[config.mk]
export PLATFORM = sky130hd
export DESIGN_NAME = dram_l2_fill_asm
export DESIGN_NICKNAME = d
export VERILOG_FILES = /design/src/rtl/dram_l2_pkg.sv /design/src/rtl/dram_l2_align_pipe.sv /design/src/rtl/dram_l2_fill_asm.sv
export SDC_FILE = /design/constraint.sdc
export NUM_CORES = 2
export LEC_CHECK = 0
export CORE_MARGIN = 10
export CORE_UTILIZATION = 48
export DETAILED_ROUTE_END_ITERATION = 16
export HOLD_SLACK_MARGIN = 0.02
export PLACE_DENSITY = 0.76
export SYNTH_ARGS = -nofsm -noshare
export SYNTH_HDL_FRONTEND = slang
export SYNTH_SLANG_ARGS = --single-unit
[constraint.sdc]
create_clock -name rclk -period 11.55 [get_ports rclk]
set_clock_uncertainty 0.05 [all_clocks]
set_input_delay 1.155 -clock rclk [delete_from_list [all_inputs] [get_ports rclk]]
set_output_delay 1.155 -clock rclk [all_outputs]
set_load 0.05 [all_outputs]
[src/rtl/dram_l2_pkg.sv]
// Shared constants and types for the DRAM-to-L2 fill assembler.
package dram_l2_pkg;

  localparam int DATA_W    = 128;
  localparam int ECC_W     = 28;
  localparam int NCHUNK    = 4;
  localparam int ID_W      = 3;
  localparam int ALIGN_DLY = 2;
  localparam int CID_W     = $clog2(NCHUNK);

  typedef struct packed {
    logic [DATA_W-1:0] data;
    logic [ECC_W-1:0]  ecc;
  } chunk_t;

  typedef enum logic {
    IDLE    = 1'b0,
    FILLING = 1'b1
  } fill_state_e;

  typedef struct packed {
    logic             vld;
    logic [CID_W-1:0] chunk_id;
    logic [ID_W-1:0]  req_id;
  } ctl_t;

  function automatic logic [NCHUNK-1:0] chunk_onehot(input logic [CID_W-1:0] id);
    return {{(NCHUNK-1){1'b0}}, 1'b1} << id;
  endfunction

endpackage

[src/rtl/dram_l2_align_pipe.sv]
// Fixed-latency delay line that brings the r0 control bundle in step with the r2 payload.
module dram_l2_align_pipe #(
  parameter int W   = 1,
  parameter int DLY = 2
) (
  input  logic         rclk,
  input  logic         reset,
  input  logic [W-1:0] d,
  output logic [W-1:0] q
);

  logic [W-1:0] r_pipe [DLY];

  // NOTE: state is updated with <= so every stage samples its neighbour's old value.
  always_ff @(posedge rclk) begin
    if (reset) begin
      for (int i = 0; i < DLY; i++) r_pipe[i] <= '0;
    end else begin
      r_pipe[0] <= d;
      for (int i = 1; i < DLY; i++) r_pipe[i] <= r_pipe[i-1];
    end
  end

  assign q = r_pipe[DLY-1];

endmodule

[src/rtl/dram_l2_fill_asm.sv]
// Assembles four r2 chunks into one 64B L2 fill line with a one-entry output slot.
// Optional critical-chunk forwarding is enabled with DRAM_L2_FILL_CRIT_FWD_EN.
module dram_l2_fill_asm
  import dram_l2_pkg::*;
(
  input  logic                     rclk,
  input  logic                     reset,
  input  logic                     dram_sctag_data_vld_r0,
  input  logic [CID_W-1:0]         dram_sctag_chunk_id_r0,
  input  logic [ID_W-1:0]          dram_sctag_rd_req_id_r0,
  input  logic [DATA_W-1:0]        dram_scbuf_data_r2,
  input  logic [ECC_W-1:0]         dram_scbuf_ecc_r2,
  input  logic                     dram_sctag_secc_err_r2,
  input  logic                     dram_sctag_mecc_err_r2,
  output logic                     fill_vld,
  input  logic                     fill_rdy,
  output logic [NCHUNK*DATA_W-1:0] fill_data,
  output logic [NCHUNK*ECC_W-1:0]  fill_ecc,
  output logic [ID_W-1:0]          fill_req_id,
  output logic                     fill_secc,
  output logic                     fill_mecc,
  output logic                     crit_vld,
  output logic [DATA_W-1:0]        crit_data,
  output logic [CID_W-1:0]         crit_chunk_id,
  output logic                     fill_ovf_err,
  output logic                     fill_proto_err
);

  ctl_t w_ctl_r0;
  ctl_t w_ctl_r2;

  assign w_ctl_r0 = {dram_sctag_data_vld_r0, dram_sctag_chunk_id_r0, dram_sctag_rd_req_id_r0};

  dram_l2_align_pipe #(
    .W   ($bits(ctl_t)),
    .DLY (ALIGN_DLY)
  ) u_align_pipe (
    .rclk  (rclk),
    .reset (reset),
    .d     (w_ctl_r0),
    .q     (w_ctl_r2)
  );

  fill_state_e              r_state;
  fill_state_e              w_state_nxt;
  logic [NCHUNK-1:0]        r_mask;
  logic [NCHUNK-1:0]        w_mask_nxt;
  logic [NCHUNK-1:0]        w_onehot;
  logic [ID_W-1:0]          r_id;
  logic [ID_W-1:0]          w_id_nxt;
  logic                     r_secc;
  logic                     r_mecc;
  logic                     w_secc_nxt;
  logic                     w_mecc_nxt;
  logic                     w_cap;
  logic                     w_complete;
  logic                     w_proto;
  chunk_t                   w_chunk;
  chunk_t                   r_buf [NCHUNK];
  logic [NCHUNK*DATA_W-1:0] w_line_data;
  logic [NCHUNK*ECC_W-1:0]  w_line_ecc;

  always_ff @(posedge rclk) begin
    if (reset) r_state <= IDLE;
    else       r_state <= w_state_nxt;
  end

  always_comb begin
    // NOTE: every output of this block gets a default first, so no path can infer a latch.
    w_state_nxt = r_state;
    w_cap       = w_ctl_r2.vld;
    w_onehot    = chunk_onehot(w_ctl_r2.chunk_id);
    w_chunk     = '{data: dram_scbuf_data_r2, ecc: dram_scbuf_ecc_r2};
    w_mask_nxt  = w_onehot;
    w_id_nxt    = w_ctl_r2.req_id;
    w_secc_nxt  = dram_sctag_secc_err_r2;
    w_mecc_nxt  = dram_sctag_mecc_err_r2;
    w_proto     = 1'b0;

    if (r_state == FILLING) begin
      w_mask_nxt = r_mask | w_onehot;
      w_id_nxt   = r_id;
      w_secc_nxt = r_secc | dram_sctag_secc_err_r2;
      w_mecc_nxt = r_mecc | dram_sctag_mecc_err_r2;
      w_proto    = w_cap && ((|(r_mask & w_onehot)) || (w_ctl_r2.req_id != r_id));
    end

    w_complete = w_cap && (&w_mask_nxt);
    if (w_cap) w_state_nxt = w_complete ? IDLE : FILLING;

    // The completing chunk bypasses the buffer so the line can hand off on the capture edge.
    for (int k = 0; k < NCHUNK; k++) begin
      w_line_data[k*DATA_W +: DATA_W] = w_onehot[k] ? w_chunk.data : r_buf[k].data;
      w_line_ecc[k*ECC_W +: ECC_W]    = w_onehot[k] ? w_chunk.ecc  : r_buf[k].ecc;
    end
  end

  always_ff @(posedge rclk) begin
    if (reset) begin
      r_mask <= '0;
      r_id   <= '0;
      r_secc <= 1'b0;
      r_mecc <= 1'b0;
    end else if (w_cap) begin
      r_mask <= w_complete ? '0 : w_mask_nxt;
      r_id   <= w_id_nxt;
      r_secc <= w_secc_nxt;
      r_mecc <= w_mecc_nxt;
    end
  end

  // NOTE: chunk storage is not reset; the mask decides which slots hold live data.
  always_ff @(posedge rclk) begin
    if (w_cap) r_buf[w_ctl_r2.chunk_id] <= w_chunk;
  end

  logic                     r_fill_vld;
  logic [NCHUNK*DATA_W-1:0] r_fill_data;
  logic [NCHUNK*ECC_W-1:0]  r_fill_ecc;
  logic [ID_W-1:0]          r_fill_id;
  logic                     r_fill_secc;
  logic                     r_fill_mecc;
  logic                     r_ovf_err;
  logic                     r_proto_err;
  logic                     w_slot_free;

  assign w_slot_free = !r_fill_vld || fill_rdy;

  always_ff @(posedge rclk) begin
    if (reset) begin
      r_fill_vld  <= 1'b0;
      r_fill_data <= '0;
      r_fill_ecc  <= '0;
      r_fill_id   <= '0;
      r_fill_secc <= 1'b0;
      r_fill_mecc <= 1'b0;
      r_ovf_err   <= 1'b0;
      r_proto_err <= 1'b0;
    end else begin
      if (w_complete && w_slot_free) begin
        r_fill_vld  <= 1'b1;
        r_fill_data <= w_line_data;
        r_fill_ecc  <= w_line_ecc;
        r_fill_id   <= w_id_nxt;
        r_fill_secc <= w_secc_nxt;
        r_fill_mecc <= w_mecc_nxt;
      end else if (fill_rdy) begin
        r_fill_vld <= 1'b0;
      end
      // DRAM cannot be stalled, so a line finishing behind a blocked slot is lost.
      if (w_complete && !w_slot_free) r_ovf_err <= 1'b1;
      if (w_proto)                    r_proto_err <= 1'b1;
    end
  end

  assign fill_vld       = r_fill_vld;
  assign fill_data      = r_fill_data;
  assign fill_ecc       = r_fill_ecc;
  assign fill_req_id    = r_fill_id;
  assign fill_secc      = r_fill_secc;
  assign fill_mecc      = r_fill_mecc;
  assign fill_ovf_err   = r_ovf_err;
  assign fill_proto_err = r_proto_err;

`ifdef DRAM_L2_FILL_CRIT_FWD_EN
  logic              r_crit_vld;
  logic [DATA_W-1:0] r_crit_data;
  logic [CID_W-1:0]  r_crit_id;
  logic              w_crit_start;

  assign w_crit_start = w_cap && (r_state == IDLE);

  always_ff @(posedge rclk) begin
    if (reset) begin
      r_crit_vld  <= 1'b0;
      r_crit_data <= '0;
      r_crit_id   <= '0;
    end else begin
      r_crit_vld <= w_crit_start;
      if (w_crit_start) begin
        r_crit_data <= w_chunk.data;
        r_crit_id   <= w_ctl_r2.chunk_id;
      end
    end
  end

  assign crit_vld      = r_crit_vld;
  assign crit_data     = r_crit_data;
  assign crit_chunk_id = r_crit_id;
`else
  assign crit_vld      = 1'b0;
  assign crit_data     = '0;
  assign crit_chunk_id = '0;
`endif

endmodule

**Yosys cells after proc, flatten, opt, wreduce, memory -nomap -nowiden**

Memory sizes are Yosys's and may differ from the RTL's.
Index checks and enable logic that the tools add are counted.

- $add $sub $neg: 0
- Multipliers: 0
- Div/mod/pow operators: 0
- $lt $le $gt $ge: 0
- Equal/unequal tests: 1
- Shift operators: 1
- Multiplexer cells: 24
- Bitwise gates (word level): 6
- Reduce and logical (&&, ||, !) cells: 11

Operator list:

| kind | count |
|---|---|
| 128-bit 2-to-1 mux | 4 |
| 28-bit 2-to-1 mux | 4 |
| 6-bit 2-to-1 mux | 2 |
| 1-bit 2-to-1 mux | 11 |
| 4-bit 2-to-1 mux | 2 |
| 4-bit bitwise AND | 1 |
| 1-bit logical AND | 4 |
| 1-bit bitwise OR | 4 |
| 4-bit bitwise OR | 1 |
| 4-bit AND reduction | 1 |
| 4-bit OR reduction | 1 |
| 1-bit by 2-bit left shift with 4-bit output, first input constant | 1 |
| 3-bit 2-to-1 mux | 1 |
| 3-bit != test | 1 |
| 1-bit zero test | 2 |
| 1-bit logical OR | 2 |
| 2-bit nonzero test | 1 |

- Bits in registers: 642
- Latch bits: 0
- Bits in writable memories: 636
- Memory bits (read-only): 0
- Output and inout bits: 763
- Memories kept: 2

Memory list:

| memory | words | width | rd ports | clocked after Yosys merged registers in | wr ports | RTL line | text |
|---|---|---|---|---|---|---|---|
| r_buf | 4 | 156 | 4 | 0 | 1 | dram_l2_fill_asm.sv:59 | `chunk_t r_buf [NCHUNK];` |
| u_align_pipe.r_pipe | 2 | 6 | 2 | 0 | 2 | dram_l2_align_pipe.sv:12 | `logic [W-1:0] r_pipe [DLY];` |

**Longest topological paths before layout**

An unclocked memory read counts as a cell.

- Depth in word-level cells: 8
- Depth in mapped cells: 9

**Cells and area by module**

From an unflattened synthesis, not the netlist that was laid out.

- Cell total of the unflattened synthesis: 4485
- Area total of the unflattened synthesis: 55328.1 sq um

By module, submodules not included:

| module | times used | cells an instance | area each (sq um) | seq. area each (sq um) |
|---|---|---|---|---|
| dram_l2_fill_asm | 1 | 4454 | 54916.4 | 31590.3 |
| dram_l2_align_pipe | 1 | 31 | 411.6 | 240.2 |

**Worst setup path before layout**

Ideal clock, no wire load.

- Path kind: flip-flop to flip-flop
- Start: mem u_align_pipe.r_pipe[0][9] (netlist bit)
- End: mem r_buf[0][0] (netlist bit), enable pin
- Setup time: 862 ps
- Arrival: 11503 ps
- Data required time: 10638 ps
- Slack: -865 ps
- Cell stages (with the launch flop): 6
- Period minus slack after synthesis: 12415 ps
- Path through: dfxtp_1 > clkbuf_1 > buf_2 > buf_1 > clkbuf_1 > nor3_1

RTL lines:

| item | RTL line |
|---|---|
| from (decl) | dram_l2_align_pipe.sv:12 |
| to (decl) | dram_l2_fill_asm.sv:59 |

==> results.ini <==
[setup_path]
critPathKind=register to register
reg2reg_slack_ns=5.65
r2r-start=u_align_pipe.r_pipe[0][9]
worstPathRequired_ns=12.11
end_kind=register
r2r-end=fill_data[81]
start_kind=register
cp_max_fo=135
reg2regPathDepth=8
cp.arrival_ns=6.46

[min_path]
worstHoldPathType=register to register
hold_path_end=u_align_pipe.r_pipe[0][9]
worstHoldStart=u_align_pipe.r_pipe[0][3]
hold_depth=1

[drt]
wl_per_cell_um=23.5
drcViolationCount=0
drt_wl_total_um=159000
ant_nets=0
drtIter0Drc=3001
dr.pass1.iters=7
viasPerCell=5.30
routed-via-count=35914

[timing]
hold_violations=0
final.setup.tns_ns=0
max_slew_margin_pct=23.8
tightest_slew_ns=1.14
slew_violations=0
clock.fmax_ghz=0.170
finalCritPeriodShare_pct=51.0
setup_viol=0
finalCriticalPeriod_ns=5.90
grt_setup_unrepaired=false

[place]
gp_congestion=0.818
place.port_buffers=798
dpl.hpwl_um=101000

[cells_and_area]
area_delta_synth_final_pct=23.1
nFillCells=8998
finalNetCount=5302
drive_above_1_share_pct=15.8

[die]
row_count=124
die_area_um2=129000
core_um2=114000
die_w_um=359
start_util_pct=48.3
die_y_um=359
io-pin-count=930

[clock_tree]
clk_latency_ns=0.72
cts-htree-levels=4
clkSinkCount=1278
postCtsSetupRepairBufs=0
ctsHoldBuffers=0
clkTransAtPathRegs_ns=0.06
root_buffer=clkbuf_16
cts-resized-gates=0
cts_tree=built
clk_path_buf_depth=3
numCtsBuffers=136

[pwr]
leakage_nw=28.6
total_power_mw=9.59
ir_drop_v=0.000132
powerDensity_nw_per_um2=141

[synth]
synth-async-reset-ratio_pct=0
synth_top_area_share_pct=33.9
yosysUniqueCellTypes=42
synth-edff-count=624
syn-mean-instance-area_um2=12.3
yosys.area.top_type=edfxtp_1
yosys_warnings=0
yosysMostFrequentCell=dfxtp_1
netlist_area_um2=55200
synthCells=4479
ys_top_cells_by_area=edfxtp_1 (34%), dfxtp_1 (24%), mux2i_1 (8.5%)
ys_seq_area_share_pct=57.6
ys_ff_latch=1278
ys_top_cells_by_count=dfxtp_1 (654), nor2b_1 (636), edfxtp_1 (624)
synth-main-ff-cell=dfxtp_1

[global_route]
grt_pass1_vias=35603
grt_max_degree=231
globalRouteTotalUtil_pct=23.4
antenna_found_initial=23
grt_pass1_wl_um=235000
grt_overflow_total=0

[run]
maxCapViolations=0

[status]
status=complete, no violations

## where the power goes
part	internal [mW]	switching [mW]	leakage [nW]
Sequential	4.78	0.0121	10.9
Clock	2.49	1.78	2.13
Combinational	0.147	0.381	15.6
Total	7.42	2.17	28.6
## sequential cells by signal (all words and copies together) (netlist names), 3 cells and up
name	count
fill_data	512
fill_ecc	112
fill_req_id	3
r_buf	624
r_id	3
r_mask	4
u_align_pipe.r_pipe	12
## area by class of cell
class | instances | area (um2) | share of cell area (%)
timing repair buffer | 840 | 8400 | 12.3
inverter | 8 | 30.0 | 0.0442
antenna | 18 | 45.0 | 0.0663
clock buffer | 212 | 4020 | 5.91
multi-input combinational | 2871 | 21400 | 31.5
tap | 1512 | 1890 | 2.78
clock inverter | 35 | 347 | 0.510
sequential | 1278 | 31800 | 46.8
## metal layers
| metal | vias up | global-route usage, % | share of wire (%) |
|---|---|---|---|
| li1 | 16539 | - | - |
| met1 | 17895 | 28.6 | 41 |
| met2 | 1234 | 38.9 | 49 |
| met3 | 238 | 5.68 | 6.7 |
| met4 | 8 | 10.4 | 3.8 |
| met5 | - | 0 | 0.033 |
## logic make-up (layout without fill, tap and decap cells)
logic type      Yosys count  in the layout  share of synthesized area [%]
xor+xnor                  3              3                         0.0476
compound gates          184            184                           1.81
mux                    1096           1096                           22.7
other cells               1            149                        0.00679
buf+inv                 460           1095                           4.61
simple gates           1457           1457                           13.3
flops                  1278           1278                           57.6
## worst max path at each step
stage                      to                      start  cells after the start  slack (ns)
2_1_floorplan     r_buf[2][0]  u_align_pipe.r_pipe[0][9]                      7        3.10
3_3_place_gp    fill_data[82]  u_align_pipe.r_pipe[0][9]                      8        5.74
3_5_place_dp   fill_data[215]  u_align_pipe.r_pipe[0][9]                      8        5.67
4_1_cts        fill_data[212]  u_align_pipe.r_pipe[0][9]                      8        5.64
5_1_grt        fill_data[477]  u_align_pipe.r_pipe[0][9]                      8        5.39
6_report        fill_data[81]  u_align_pipe.r_pipe[0][9]                      8        5.65
## critical path, cell delays in order, from the launching register on
cell and delay [ns]:
dfxtp_4 0.81, buf_4 0.77, and4b_1 0.32, o31ai_4 0.33
a211o_4 0.70, buf_12 0.70, buf_4 0.68, buf_4 0.72
mux2_2 0.41
## cells in the final DEF (no fill, tap or decap), types with 131 or more instances in the layout
cell,n
a21oi_1,161
nand2_1,164
mux2_2,376
nand3_1,156
edfxtp_1,624
mux2i_1,471
conb_1,131
mux2_4,200
clkbuf_16,142
nor2b_1,636
nor2_1,475
clkdlybuf4s50_1,797
dfxtp_1,652
## metrics by stage
step / cell area (um2) / util [%] / hold slack (ns) / setup slack, ns / instances
6_report: 68000 / 59.5 / 0.386 / 5.65 / 6774
5_1_grt: 68000 / 59.5 / 0.410 / 5.39 / 6773
4_1_cts: 67900 / 59.4 / 0.388 / 5.64 / 6756
3_5_place_dp: 63600 / 55.6 / 0.373 / 5.67 / 6509
3_3_place_gp: 63600 / 55.6 / 0.380 / 5.74 / 6509
2_1_floorplan: 55700 / - / 0.364 / 3.10 / 4609
(Power assumes the default switching activity.)
